--- src/rtl/my_pkg.sv ---
// Shared types for the data-memory controller: access sizes, FSM states, byte-lane mask.
package my_pkg;

  localparam int DATA_WIDTH = 32;

  typedef enum logic [1:0] {
    SZ_BYTE = 2'b00,
    SZ_HALF = 2'b01,
    SZ_WORD = 2'b10,
    SZ_RSVD = 2'b11
  } mem_size_e;

  typedef enum logic [1:0] {
    ST_IDLE = 2'b00,
    ST_WAIT = 2'b01,
    ST_RESP = 2'b10
  } dmem_state_e;

  // Little-endian lane enables; lo must already be aligned for half/word.
  function automatic logic [3:0] lane_mask(input mem_size_e sz, input logic [1:0] lo);
    case (sz)
      SZ_BYTE: lane_mask = 4'b0001 << lo;
      SZ_HALF: lane_mask = lo[1] ? 4'b1100 : 4'b0011;
      SZ_WORD: lane_mask = 4'b1111;
      default: lane_mask = 4'b0000;
    endcase
  endfunction

endpackage

--- src/rtl/dmem_load_extend.sv ---
// Combinational lane select and sign/zero extension of a loaded word.
module dmem_load_extend
  import my_pkg::*;
(
  input  logic [DATA_WIDTH-1:0] word,
  input  logic [1:0]            lo,
  input  mem_size_e             size,
  input  logic                  is_unsigned,
  output logic [DATA_WIDTH-1:0] ext
);

  logic [7:0]  b;
  logic [15:0] h;

  always_comb begin
    b = 8'h00;
    h = 16'h0000;
    case (lo)
      2'd0: b = word[7:0];
      2'd1: b = word[15:8];
      2'd2: b = word[23:16];
      default: b = word[31:24];
    endcase
    h = lo[1] ? word[31:16] : word[15:0];
  end

  always_comb begin
    ext = '0;
    case (size)
      SZ_BYTE: ext = is_unsigned ? {24'h0, b} : {{24{b[7]}}, b};
      SZ_HALF: ext = is_unsigned ? {16'h0, h} : {{16{h[15]}}, h};
      SZ_WORD: ext = word;
      default: ext = '0;
    endcase
  end

endmodule

--- src/rtl/dmem_ctrl.sv ---
// Data-memory controller: response WAIT_CYCLES+1 cycles after accept, held until resp_ready; one access in flight.
// DMEM_ALIGN_CHECK_EN: reject misaligned half/word instead of forcing the low address bits to zero.
module dmem_ctrl
  import my_pkg::*;
#(
  parameter logic [31:0] BASE_ADDR   = 32'h10010000,
  parameter int          DEPTH       = 64,
  parameter int          WAIT_CYCLES = 0
) (
  input  logic                  clk,
  input  logic                  rst,
  input  logic                  req_valid,
  output logic                  req_ready,
  input  logic                  req_we,
  input  logic [1:0]            req_size,
  input  logic                  req_unsigned,
  input  logic [DATA_WIDTH-1:0] req_addr,
  input  logic [DATA_WIDTH-1:0] req_wdata,
  output logic                  resp_valid,
  input  logic                  resp_ready,
  output logic [DATA_WIDTH-1:0] resp_rdata,
  output logic                  resp_err
);

  localparam int          IDXW = $clog2(DEPTH);
  localparam logic [31:0] SPAN = 32'(4 * DEPTH);

  dmem_state_e           state;
  logic [3:0]            cnt;
  logic [DATA_WIDTH-1:0] a_addr, a_wdata;
  mem_size_e             a_size;
  logic                  a_we, a_uns;

  logic [DATA_WIDTH-1:0] mem [DEPTH];

  logic                  idle;
  logic [DATA_WIDTH-1:0] acc_addr, acc_wdata, offset, lane_wdata, ext, resp_d;
  mem_size_e             acc_size;
  logic                  acc_we, acc_uns, in_range, misalign, bad_align, acc_err, do_access;
  logic [1:0]            lo;
  logic [3:0]            wmask;
  logic [IDXW-1:0]       idx;

  // With no wait states the access happens on the accept edge, straight from the request.
  assign idle      = (state == ST_IDLE);
  assign acc_addr  = idle ? req_addr : a_addr;
  assign acc_wdata = idle ? req_wdata : a_wdata;
  assign acc_size  = idle ? mem_size_e'(req_size) : a_size;
  assign acc_we    = idle ? req_we : a_we;
  assign acc_uns   = idle ? req_unsigned : a_uns;

  assign offset   = acc_addr - BASE_ADDR;
  assign in_range = (acc_addr >= BASE_ADDR) && (offset < SPAN);
  assign idx      = offset[IDXW+1:2];
  assign misalign = ((acc_size == SZ_HALF) && acc_addr[0]) ||
                    ((acc_size == SZ_WORD) && (acc_addr[1:0] != 2'b00));

`ifdef DMEM_ALIGN_CHECK_EN
  assign bad_align = misalign;
  assign lo        = acc_addr[1:0];
`else
  assign bad_align = 1'b0;
  assign lo        = (acc_size == SZ_WORD) ? 2'b00 :
                     (acc_size == SZ_HALF) ? {acc_addr[1], 1'b0} : acc_addr[1:0];
`endif

  assign acc_err    = !in_range || (acc_size == SZ_RSVD) || bad_align;
  assign wmask      = (acc_err || !acc_we) ? 4'b0000 : lane_mask(acc_size, lo);
  assign lane_wdata = (acc_size == SZ_BYTE) ? {4{acc_wdata[7:0]}} :
                      (acc_size == SZ_HALF) ? {2{acc_wdata[15:0]}} : acc_wdata;
  assign do_access  = !rst && ((idle && req_valid && (WAIT_CYCLES == 0)) ||
                               ((state == ST_WAIT) && (cnt == 4'd0)));

  always_ff @(posedge clk) begin
    if (do_access) begin
      for (int b = 0; b < 4; b++) begin
        if (wmask[b]) mem[idx][8*b +: 8] <= lane_wdata[8*b +: 8];
      end
    end
  end

  dmem_load_extend u_ext (
    .word        (mem[idx]),
    .lo          (lo),
    .size        (acc_size),
    .is_unsigned (acc_uns),
    .ext         (ext)
  );

  assign resp_d = (acc_err || acc_we) ? '0 : ext;

  always_ff @(posedge clk or posedge rst) begin
    if (rst) begin
      state      <= ST_IDLE;
      req_ready  <= 1'b1;
      resp_valid <= 1'b0;
      resp_rdata <= '0;
      resp_err   <= 1'b0;
      cnt        <= 4'd0;
      a_addr     <= '0;
      a_wdata    <= '0;
      a_size     <= SZ_BYTE;
      a_we       <= 1'b0;
      a_uns      <= 1'b0;
    end else begin
      case (state)
        ST_IDLE: begin
          if (req_valid) begin
            a_addr    <= req_addr;
            a_wdata   <= req_wdata;
            a_size    <= mem_size_e'(req_size);
            a_we      <= req_we;
            a_uns     <= req_unsigned;
            req_ready <= 1'b0;
            if (WAIT_CYCLES == 0) begin
              resp_valid <= 1'b1;
              resp_rdata <= resp_d;
              resp_err   <= acc_err;
              state      <= ST_RESP;
            end else begin
              cnt   <= 4'(WAIT_CYCLES - 1);
              state <= ST_WAIT;
            end
          end
        end
        ST_WAIT: begin
          if (cnt == 4'd0) begin
            resp_valid <= 1'b1;
            resp_rdata <= resp_d;
            resp_err   <= acc_err;
            state      <= ST_RESP;
          end else begin
            cnt <= cnt - 4'd1;
          end
        end
        ST_RESP: begin
          if (resp_ready) begin
            resp_valid <= 1'b0;
            resp_rdata <= '0;
            resp_err   <= 1'b0;
            req_ready  <= 1'b1;
            state      <= ST_IDLE;
          end
        end
        default: begin
          state     <= ST_IDLE;
          req_ready <= 1'b1;
        end
      endcase
    end
  end

endmodule

--- config.mk ---
export PLATFORM = sky130hd
export DESIGN_NAME = dmem_ctrl
export DESIGN_NICKNAME = d
export VERILOG_FILES = /design/src/rtl/my_pkg.sv /design/src/rtl/dmem_load_extend.sv /design/src/rtl/dmem_ctrl.sv
export SDC_FILE = /design/constraint.sdc
export NUM_CORES = 2
export LEC_CHECK = 0
export CELL_PAD_IN_SITES_DETAIL_PLACEMENT = 1
export CELL_PAD_IN_SITES_GLOBAL_PLACEMENT = 2
export CORE_ASPECT_RATIO = 1.75
export CORE_MARGIN = 3
export CORE_UTILIZATION = 29
export DETAILED_ROUTE_END_ITERATION = 10
export GPL_TIMING_DRIVEN = 0
export PLACE_DENSITY_LB_ADDON = 0.1
export SYNTH_ARGS = -nofsm -noshare
export SYNTH_HDL_FRONTEND = slang
export SYNTH_HIERARCHICAL = 1
export SYNTH_SLANG_ARGS = --single-unit
--- constraint.sdc ---
create_clock -name clk -period 6.36 [get_ports clk]
set_input_delay 0.636 -clock clk [delete_from_list [all_inputs] [get_ports clk]]
set_output_delay 0.636 -clock clk [all_outputs]
set_load 0.02 [all_outputs]
* After elaboration in Yosys (flattened, before gate mapping)
Memory sizes are Yosys's and may differ from the RTL's. Index checks and enable logic that the tools add are counted.
Storage, ports and cells: memory bits (writable) 2048, register bits 109, word-level logic and storage cells 98, memories 1, bits of input ports 72
Memory list:
- mem | depth 64, width 32, read ports 1, clocked after Yosys merged registers in 0, write ports 1, line dmem_ctrl.sv:34 | logic [DATA_WIDTH-1:0] mem [DEPTH];
Operators by class: reduce and logical (&&, ||, !) cells 21, equal/unequal tests 10, $add $sub $neg 2, shift operators 1, $lt $le $gt $ge 2, multiplexer cells 48, bitwise operators 2
Operators by type and width (count):
- $mux W32 | 10
- $pmux W32 S3 | 2
- $ge A32 B29 Y1 const B | 1
- $lt A32 B9 Y1 const B | 1
- $sub A32 B29 Y32 const B | 1
- $pmux W8 S3 | 1
- $mux W1 | 22
- $mux W16 | 1
- $pmux W4 S3 | 1
- $mux W2 | 5
- $pmux W1 S3 | 3
- $eq A2 B2 Y1 const B | 4
- $mux W4 | 2
- $eq A2 B1 Y1 const B | 3
- $logic_not A2 Y1 | 3
- $pmux W2 S3 | 1
- $reduce_and A3 Y1 | 2
- $logic_and A1 B1 Y1 | 4
- $logic_not A4 Y1 | 1
- $logic_or A1 B1 Y1 | 4
- $ne A2 B2 Y1 const B | 2
- $reduce_and A2 Y1 | 2
- $reduce_and A4 Y1 | 1
- $shl A1 B2 Y4 const A | 1
- other kinds (5) | 8

* Longest topological paths before layout
depth in word-level cells 12, gate-level depth with buffers 19, depth with buffers taken out 11

* Hierarchy
Netlist, hierarchy kept.
Modules (own cells, without submodules):
- dmem_ctrl | area each 83067.2 µm², cells an instance 5173, instances 1
- dmem_load_extend | area each 720.7 µm², cells an instance 94, instances 1

* Least setup slack after synthesis
Ideal clock, no wire load.
path type register -> register, start point register state[1], end point memory mem[0][24], data pin, data required time 5.658 ns, path slack 0.495 ns, buffers on the path 7, setup time 0.702 ns, arrival time 5.163 ns, cell stages (with the launch flop) 11, path through dfrtp_1 buf_4 buf_4 buf_4 buf_2 buf_2 buf_2 buf_2 mux2_2 a21oi_1 o21ai_0
On the way: elaborated cells on any way between the ends 7, classes of those cells eq/ne: 1; mux: 4; reduce/logical: 2
RTL lines:
- from (decl) | line dmem_ctrl.sv:28 | dmem_state_e state;
- from (signal assigned) | line dmem_ctrl.sv:94 | state <= ST_IDLE;
- from (signal assigned) | line dmem_ctrl.sv:119 | state <= ST_RESP;
- from (signal assigned) | line dmem_ctrl.sv:122 | state <= ST_WAIT;
- $logic_not A2 Y1 | line dmem_ctrl.sv:45 | assign idle = (state == ST_IDLE);
- $mux W32 | line dmem_ctrl.sv:47 | assign acc_wdata = idle ? req_wdata : a_wdata;
- via acc_wdata[0] | line dmem_ctrl.sv:37 | logic [DATA_WIDTH-1:0] acc_addr, acc_wdata, offset, lane_wdata, ext, resp_d;
- $mux W32 | line dmem_ctrl.sv:69 | assign lane_wdata = (acc_size == SZ_BYTE) ? {4{acc_wdata[7:0]}} :
- via lane_wdata[24] | line dmem_ctrl.sv:37
- to (decl) | line dmem_ctrl.sv:34
The timed path passes the listed nets, and every way through them passes these cells.

* Worst setup path after layout
start point register state[1], end point register resp_rdata[14]
On the way: cells in the longest elaborated chain, start to end 12, elaborated cells on any way between the ends 38, classes of those cells add/sub: 1; order compare: 2; eq/ne: 10; mux: 15; reduce/logical: 9; memory: 1
Ends and longest elaborated chain:
- $logic_not A2 Y1 * | line dmem_ctrl.sv:45
- parallel branches: the longest is 7 deep, another holds $sub A32 B29 Y32
- $pmux W32 S3 * | line dmem_load_extend.sv:29 | case (size)
- via ext[14] | line dmem_ctrl.sv:37
- $mux W32 * | line dmem_ctrl.sv:90 | assign resp_d = (acc_err || acc_we) ? '0 : ext;
- $mux W32 (on tied branches) | line dmem_ctrl.sv:127, dmem_ctrl.sv:108
- $pmux W32 S3 * | line dmem_ctrl.sv:106 | case (state)
- to (signal assigned) | line dmem_ctrl.sv:117 | resp_rdata <= resp_d;
- to (signal assigned) | line dmem_ctrl.sv:129 | resp_rdata <= resp_d;
- to (decl) | line dmem_ctrl.sv:21 | output logic [DATA_WIDTH-1:0] resp_rdata,
Mark *: on every way through the listed nets, which the timed path passes. The select of a mux whose other input is x is not followed. A chain may end at the register's enable or synchronous reset.

==> impl_metrics.csv <==
group,metric,value,unit
clock_tree,cts_made_buffers,216,
place,dp_hpwl,463,mm
sta,fin_ws,-0.216,ns
power,power_leakage,0.0335,µW
final_layout,synthToLayoutAreaGrowth,26.7,%
sta,clock_skew,0.0826,ns
critical_path,critPathBufInv,7,
logic_synthesis,syn_nets,5339,
logic_synthesis,synth-warning-count,6,
critical_path,critical-path-slowest-cell,"a21oi_1",
clock_tree,clock_tree_from_tritoncts,"built",
place,placement.io_buffers,106,
logic_synthesis,synthCells,5267,
logic_synthesis,async_reset_ff_share,4.74,%
logic_synthesis,synthTopCellsByCount,"edfxtp_1, o21ai_0, a22oi_1, nor4_1, clkbuf_1",
logic_synthesis,post_synth_num_cell_types,64,
route,antenna_violating_nets_post_route,0,
place,post-place-ws,-2.37,ns
logic_synthesis,post-synth-top-area-cell,"edfxtp_1",
critical_path,crit_top_cell,"buf_4",
sta,final_period_minus_worst_setup_slack,6.58,ns
min_path,worstHoldPathType,"in2async",
logic_synthesis,synth-seq-area-share,76.4,%
die,floorplan.rows,260,
sta,hold_violations,0,
critical_path,worst_path_dominant_cell_family,"buffers and inverters",
route,firstDrtPassIters,7,
route,avgViaCountPerCell,6.40,
logic_synthesis,syn-mean-instance-area,15.9,µm²
critical_path,timing.critical_path.arrival,7.36,ns
sta,slew-limit-headroom,-7.89,%
sta,timing_max_transition_violations_final,24,
sta,final.hold.worst_slack,0.0152,ns
global_route,first_global_vias,61495,
die,initial_core_util,29.2,%
status,status,"finished, violations left",
sta,worstMarginPinSlew,1.62,ns
logic_synthesis,syn_area,83800,µm²
die,ios,107,
critical_path,worst-r2r-cell-count,17,
route,dr_total_vias,65912,
place,gp_congestion,1.02,
final_layout,fraction_of_final_layout_cells_with_drive_strength_greater_than_1,25.9,%
logic_synthesis,synth_flop_cell,"edfxtp_1",
place,numPlacedInstances,9789,
power,peakVddDrop,0.215,mV
logic_synthesis,yosys_register_bits,2150,
global_route,grt_pass1_wl,742,mm
power,cellPowerDensity,394,nW/µm²
route,drt-initial-drc-count,11229,
die,die-width,412,µm
global_route,track_usage,40.3,%
sta,timing.fmax,152,MHz
global_route,globalRouteOverflowTotal,0,
critical_path,critical_path.cell_chain,"buf_4 -> buf_4 -> buf_4 -> buf_2 -> buf_2 -> nor3_1 -> a21oi_1 -> nor2_1 -> clkbuf_2 -> a21oi_1 -> o2111ai_1 -> mux4_2 -> nor4b_4 -> buf_6 -> a211o_1 -> nand3b_1 -> o21ai_0",
route,routed_wirelength,604,mm
die,core,287000,µm²
critical_path,critical_path.reg2reg.endpoint,"resp_rdata[14]",
logic_synthesis,synth_enable_flop_cells,2048,
sta,setup_violations,28,
status,failed_checks,"capacitance limit, slew limit, setup timing",
clock_tree,worst_skew_pair.late_latency,0.97,ns
critical_path,critical_path_required,7.14,ns
critical_path,reg2reg_slack,-0.22,ns
final_layout,finished_layout_cells,10296,
logic_synthesis,yosys.cell_count.top_type,"edfxtp_1",
sta,period_utilisation_layout,103,%
critical_path,crit-reg2reg-launch,"state[1]",
critical_path,critical_path.endpoint_type,"register",
logic_synthesis,synthDominantCellAreaShare,73.4,%
route,drc,0,
critical_path,worst-setup-path-type,"reg2reg",
flow_run,max-cap-violations,4,
clock_tree,cts-root-to-sink-buffers,4,
clock_tree,ctsHtreeMaxLevel,4,
clock_tree,cts_sinks,2150,
clock_tree,cts-root-buf,"clkbuf_16",
critical_path,startpoint_type,"register",
critical_path,crit_fanout,10,
final_layout,nNetsFinal,6297,
die,die_y,717,µm
critical_path,slowest_delay,0.75,ns
logic_synthesis,ys_top_cells_by_area,"edfxtp_1, a22oi_1, o21ai_0",
global_route,grt_start_max_net_pins,76,
global_route,antenna_found_initial,143,
route,wl_per_cell,58.7,µm
die,dieArea,296000,µm²
clock_tree,clkSlewWorstSetupHoldPaths,0.07,ns
-- logic make-up after synthesis --
group	after synthesis	share of synthesized area (%)
AOI/OAI and AO/OA	1603	12.5
buffers and inverters	452	2.42
DFF	2150	76.4
muxes	212	2.71
and+or+nand+nor	850	5.92
-- sequential cells by signal (all words and copies together), names as in the netlist --
signal      flops
req_ready       1
mem          2048
a_wdata        32
a_size          2
resp_rdata     32
state           1
a_uns           1
resp_err        1
a_addr         32
-- power by group --
part	internal (µW)	total (µW)	switching, µW
sequential	16900	17000	63.2
clock	6680	12700	6010
combinational	2600	12200	9590
-- per-stage QoR --
step	area (µm²)	setup TNS, ns	total power [µW]	utilization [%]
after floorplan	83800	0	20700	-
after global placement	89600	-	27800	31.2
after detailed placement	98600	-343.81	28600	34.4
after CTS	106000	-0.00576	41200	36.8
after global routing	106000	-0.0109	41900	36.9
final	106000	-2.23	41800	37.0
-- per-layer routing --
metal / GRT usage (%) / share of wire [%]
met1: 43.2 / 32
met2: 65.0 / 47
met3: 8.15 / 8.4
met4: 40.3 / 13
met5: 0 / 0.020
-- placed cells by master (no fill, tap or decap), types with 30 or more instances in the layout --
master / count
a22oi_1: 533
diode_2: 103
clkbuf_16: 218
nor4_2: 263
clkbuf_1: 211
buf_16: 40
a21oi_1: 53
buf_12: 79
a222oi_1: 72
nand3_1: 30
buf_6: 119
a2bb2oi_1: 45
o21ai_0: 575
nor4_1: 33
buf_2: 80
buf_4: 440
mux2_2: 98
a31oi_1: 161
dfrtp_1: 101
and4_1: 118
clkbuf_2: 99
nand2_1: 246
mux2i_1: 99
clkinv_1: 65
clkinv_2: 35
nand3b_1: 32
nor2_1: 43
edfxtp_1: 2048
clkdlybuf4s50_1: 106
-- cell type report --
class	instances	area [µm²]
clock buffer	260	5610
inverter	9	38.8
antenna	103	258
timing repair buffer	748	8160
buffer	435	2310
sequential	2150	64100
clock inverter	127	926
fill	29117	181000
multi-input combinational	2665	20000
tap	3799	4750
-- worst max-delay path by stage --
stage	cells after the start	slack, ns	to	startpoint
floorplan	10	0.50	mem[0][24]	state[1]
global placement	10	-8.61	mem[48][30]	state[1]
detailed placement	18	-2.37	resp_rdata[10]	req_addr[3]
CTS	16	-0.006	resp_rdata[14]	state[1]
global route	17	-0.01	resp_rdata[14]	state[1]
finish	17	-0.22	resp_rdata[14]	state[1]
-- timing repair --
action	4_1_cts	5_1_grt
buffers inserted	19	6
gates resized for setup	109	55
hold buffers	0	0
endpoints found under the setup margin	167	31
endpoints found under the hold margin	0	0
pin swaps	10	3
Note: power is estimated with default switching activity, not from simulation.
